==> src/rtl/mux_scan_serializer.sv <==
// Captures a parallel word and drives it onto an external NUM_CH:1 mux. It then walks the
// mux select across every channel and emits each returned bit on a serial valid/ready stream.
module mux_scan_serializer #(
    parameter int NUM_CH    = 4,
    parameter int SEL_W     = 2,
    parameter bit MSB_FIRST = 1'b0
) (
    input  logic              clk,
    input  logic              rst,
    input  logic [NUM_CH-1:0] in_data,
    input  logic              in_valid,
    output logic              in_ready,
    output logic [NUM_CH-1:0] mux_i,
    output logic [SEL_W-1:0]  mux_s,
    input  logic              mux_y,
    output logic              ser_bit,
    output logic [SEL_W-1:0]  ser_idx,
    output logic              ser_last,
    output logic              ser_valid,
    input  logic              ser_ready,
    output logic              busy
);

    localparam logic [SEL_W-1:0] FIRST_IDX = MSB_FIRST ? SEL_W'(NUM_CH - 1) : '0;
    localparam logic [SEL_W-1:0] LAST_IDX  = MSB_FIRST ? '0 : SEL_W'(NUM_CH - 1);

    typedef enum logic {
        ST_IDLE = 1'b0,
        ST_SCAN = 1'b1
    } state_t;

    state_t              r_state;
    state_t              w_state_next;
    logic [NUM_CH-1:0]   r_mux_i;
    logic [NUM_CH-1:0]   w_mux_i_next;
    logic [SEL_W-1:0]    r_mux_s;
    logic [SEL_W-1:0]    w_mux_s_next;
    logic                r_ser_bit;
    logic                w_ser_bit_next;
    logic [SEL_W-1:0]    r_ser_idx;
    logic [SEL_W-1:0]    w_ser_idx_next;
    logic                r_ser_last;
    logic                w_ser_last_next;
    logic                r_ser_valid;
    logic                w_ser_valid_next;

    logic                w_in_ready;
    logic                w_slot_free;
    logic                w_final;
    logic [SEL_W-1:0]    w_step;

    assign w_in_ready  = (r_state == ST_IDLE) && !rst;
    assign w_slot_free = !r_ser_valid || ser_ready;
    assign w_final     = (r_mux_s == LAST_IDX);
    // The select never wraps: the scan leaves SCAN on the final index instead of stepping.
    assign w_step      = MSB_FIRST ? (r_mux_s - 1'b1) : (r_mux_s + 1'b1);

    always_ff @(posedge clk or posedge rst) begin
        if (rst) begin
            r_state     <= ST_IDLE;
            r_mux_i     <= '0;
            r_mux_s     <= '0;
            r_ser_bit   <= 1'b0;
            r_ser_idx   <= '0;
            r_ser_last  <= 1'b0;
            r_ser_valid <= 1'b0;
        end else begin
            r_state     <= w_state_next;
            r_mux_i     <= w_mux_i_next;
            r_mux_s     <= w_mux_s_next;
            r_ser_bit   <= w_ser_bit_next;
            r_ser_idx   <= w_ser_idx_next;
            r_ser_last  <= w_ser_last_next;
            r_ser_valid <= w_ser_valid_next;
        end
    end

    always_comb begin
        w_state_next     = r_state;
        w_mux_i_next     = r_mux_i;
        w_mux_s_next     = r_mux_s;
        w_ser_bit_next   = r_ser_bit;
        w_ser_idx_next   = r_ser_idx;
        w_ser_last_next  = r_ser_last;
        w_ser_valid_next = r_ser_valid;

        // Drain the output register. A reload below overrides this, which makes it accept-and-reload.
        if (r_ser_valid && ser_ready) begin
            w_ser_valid_next = 1'b0;
        end

        unique case (r_state)
            ST_IDLE: begin
                if (in_valid && w_in_ready) begin
                    w_mux_i_next = in_data;
                    w_mux_s_next = FIRST_IDX;
                    w_state_next = ST_SCAN;
                end
            end
            ST_SCAN: begin
                if (w_slot_free) begin
                    w_ser_bit_next   = mux_y;
                    w_ser_idx_next   = r_mux_s;
                    w_ser_last_next  = w_final;
                    w_ser_valid_next = 1'b1;
                    if (w_final) begin
                        w_state_next = ST_IDLE;
                    end else begin
                        w_mux_s_next = w_step;
                    end
                end
            end
            default: begin
                w_state_next = ST_IDLE;
            end
        endcase
    end

    assign in_ready  = w_in_ready;
    assign busy      = (r_state == ST_SCAN);
    assign mux_i     = r_mux_i;
    assign mux_s     = r_mux_s;
    assign ser_bit   = r_ser_bit;
    assign ser_idx   = r_ser_idx;
    assign ser_last  = r_ser_last;
    assign ser_valid = r_ser_valid;

endmodule
==> config.mk <==
export PLATFORM = sky130hd
export DESIGN_NAME = mux_scan_serializer
export DESIGN_NICKNAME = d
export VERILOG_FILES = /design/src/rtl/mux_scan_serializer.sv
export SDC_FILE = /design/constraint.sdc
export NUM_CORES = 1
export LEC_CHECK = 0
export BUFFER_PORTS_ARGS = -buffer_cell sky130_fd_sc_hd__buf_4
export CAP_MARGIN = 20
export CORE_MARGIN = 1
export CORE_UTILIZATION = 34
export CTS_BUF_LIST = sky130_fd_sc_hd__clkbuf_8
export CTS_CLUSTER_DIAMETER = 40
export CTS_CLUSTER_SIZE = 24
export DETAILED_ROUTE_END_ITERATION = 8
export GPL_TIMING_DRIVEN = 0
export PLACE_DENSITY = 0.73
export SLEW_MARGIN = 20
export SYNTH_ARGS = -nofsm -noshare
export SYNTH_HDL_FRONTEND = slang
export SYNTH_SLANG_ARGS = --single-unit
==> constraint.sdc <==
create_clock -name clk -period 1.31 [get_ports clk]
set_input_delay 0.0655 -clock clk [delete_from_list [all_inputs] [get_ports clk]]
set_output_delay 0.0655 -clock clk [all_outputs]
set_load 0.02 [all_outputs]
==> results.json <==
{
  "relSlewSlack_pct": 69.2,
  "crit_fanout": 5,
  "synth-main-ff-cell": "dfrtp_1",
  "first_pass_iters": 2,
  "status": "finished clean",
  "syn2layout_area_growth_pct": 52.7,
  "drt_iter0_markers": 1,
  "synth_top_area_share_pct": 60.8,
  "p_sw_w": 0.000706,
  "cts.clk_slew.worst_paths_ps": 50,
  "yosysSeqAreaShare_pct": 60.8,
  "clockBufferDepth": 2,
  "vdd_drop_max_mv": 1.32,
  "layout_setup_ws_ps": 72.7,
  "p_leak_nw": 0.381,
  "synth_most_common_cell": "dfrtp_1",
  "tightest_slew_ps": 461,
  "crit_type": "flop to flop",
  "grt_max_degree": 13,
  "root_buffer": "clkbuf_8",
  "clock_skew_ps": 1.86,
  "p_seq_share_pct": 33.1,
  "use_met1_pct": 16.5,
  "clock-sinks": 12,
  "wire_per_inst_microns": 11.8,
  "maxCapViolCount": 0,
  "grt_pass1_vias": 350,
  "synth_area_sq_um": 494,
  "ys_ff_latch": 12,
  "fillers": 123,
  "stdcell_area_sq_um": 754,
  "end_kind": "flop",
  "p_clk_share_pct": 19.4,
  "io_pins": 22,
  "synth_nets": 44,
  "die_h_microns": 40.1,
  "final_nets": 73,
  "antenna_cells": 0,
  "p_comb_share_pct": 47.5,
  "crit_arrival_ps": 1360,
  "setup_tns_ps": 0,
  "swShare_pct": 35.0,
  "route.detailed.drc": 0,
  "avgViaCountPerCell": 4.73,
  "synth_top_area_cell": "dfrtp_1",
  "setup_viol": 0,
  "core_sq_um": 1330,
  "cts_buffers": 3,
  "die_x_microns": 40.1,
  "postSynthCellCount": 34,
  "grt_antenna_before_repair": 0,
  "grt.busiest_layer": "met2",
  "maxSlewViolCount": 0,
  "htree_levels": 1,
  "grt-ovfl-total": 0,
  "grt_first_pass_wirelength_mm": 1.41,
  "synth_common_cells": "12 x dfrtp_1, 8 x mux2_2, 2 x a21o_1, 2 x nand2_1, 2 x nand2b_1",
  "grt_usage_pct": 13.8,
  "numPortBuffers": 21,
  "drive_gt1_share_pct": 61.3,
  "intPower_w": 0.00131,
  "placedInstanceArea_sq_um": 671,
  "min_period_over_period_pct": 94.5,
  "yosysWarningCount": 0,
  "synthArstFlopShare_pct": 100,
  "start_util_pct": 37.1,
  "gp_congestion": 0.651,
  "ant_nets": 0,
  "synth_area_per_cell_sq_um": 14.5,
  "whs_ps": 60.3,
  "crit_required_ps": 1430,
  "use_met2_pct": 21.0,
  "start_kind": "flop",
  "max_freq_mhz": 808,
  "dp_hpwl_microns": 663,
  "period_minus_slack_ps": 1240,
  "synthTopCellsByArea": "dfrtp_1 61%, mux2_2 18%, nor3b_4 3.8%, a21o_1 3.0%, ha_1 2.5%",
  "num_rows": 13,
  "dpl_worst_slack_ps": -35.0,
  "vias": 364,
  "wl_microns": 910,
  "powerDensity_nw_per_um2": 2670,
  "yosys.cell_types.count": 13,
  "synth-edff-count": 0,
  "cts_tree": "done",
  "clk_latency_ps": 230,
  "grtUsageMet3_pct": 3.89,
  "die_area_sq_um": 1610,
  "rsz0062_at_grt": "no",
  "hp-class": "primary input to flop",
  "final_hold_viol_count": 0
}
## final timing paths
check	from	cells past startpoint	endpoint	slack (ps)
max	mux_s[0]$_DFFE_PP0P_	4	mux_s[1]$_DFFE_PP0P_	70
min	in_data[0]	2	mux_i[0]$_DFFE_PP0P_	60
max reg2reg	mux_s[0]$_DFFE_PP0P_	4	mux_s[1]$_DFFE_PP0P_	70
min reg2reg	ser_idx[1]$_DFFE_PP0P_	1	ser_idx[1]$_DFFE_PP0P_	500
max in group asynchronous	rst	3	busy$_DFF_PP0_	530
min in group asynchronous	rst	3	mux_s[1]$_DFFE_PP0P_	440
## area by class of cell
| class | count | area [sq um] | share of cell area, % |
|---|---|---|---|
| Clock buffer | 4 | 55.1 | 7.30 |
| Inverter | 1 | 3.75 | 0.498 |
| Multi-Input combinational cell | 21 | 193 | 25.5 |
| Sequential cell | 12 | 302 | 40.0 |
| Tap cell | 15 | 18.8 | 2.49 |
| Timing Repair Buffer | 24 | 183 | 24.2 |
## state kept, by name, summed over array words and instances (netlist names)
register,flops
busy,1
mux_i,4
mux_s,2
ser_bit,1
ser_idx,2
ser_last,1
ser_valid,1
## repair_timing
item	in CTS	in global routing
setup endpoints to repair	4	5
endpoints found under the hold margin	12	0
buffers inserted	1	1
resized for setup	0	2
hold buffers	1	0
pin swaps	1	0
## metrics by stage
step	utilization [%]	total power, W	instances
2_1_floorplan	-	0.00122	34
3_3_place_gp	50.3	0.00158	70
3_5_place_dp	50.3	0.00160	70
4_1_cts	55.7	0.00201	76
5_1_grt	56.6	0.00214	77
6_report	56.6	0.00202	77
## layout by cell type (no fill, tap or decap)
cell type and n:
nand2b_1 2, inv_1 1, and3b_1 1, dfrtp_2 1
dfrtp_1 11, nor2b_2 1, nor2_1 1, nand2_1 2
ha_1 1, dlygate4sd3_1 1, buf_4 23, mux2_2 8
clkbuf_8 4, a21o_1 2, a32o_1 1, a21oi_1 1
nor3b_4 1
## cell families after synthesis
group	synth area share [%]
simple gates	11.6
mux	18.2
compound gates	6.07
flops	60.8
buf+inv	0.759
fa+ha+maj	2.53
## power groups by stage
| stage | clock (W) | sequential [W] | combinational, W |
|---|---|---|---|
| after floorplan | 0 | 0.000894 | 0.000329 |
| after global placement | 0 | 0.000682 | 0.000899 |
| after detailed placement | 0 | 0.000690 | 0.000912 |
| after CTS | 0.000404 | 0.000685 | 0.000923 |
| after global routing | 0.000414 | 0.000697 | 0.00103 |
| final | 0.000392 | 0.000668 | 0.000958 |
## critical path: stages, from the launching register on
cell and delay [ps]:
dfrtp_1 410, ha_1 250, nor2b_2 150, a21oi_1 100, a32o_1 210
## per-layer routing
layer | routed length (microns) | part of all wire (%)
met1 | 406 | 45
met2 | 425 | 47
met3 | 78 | 8.6
met4 | 0 | 0
met5 | 0 | 0
No activity file was read; power rests on OpenSTA's default activity.
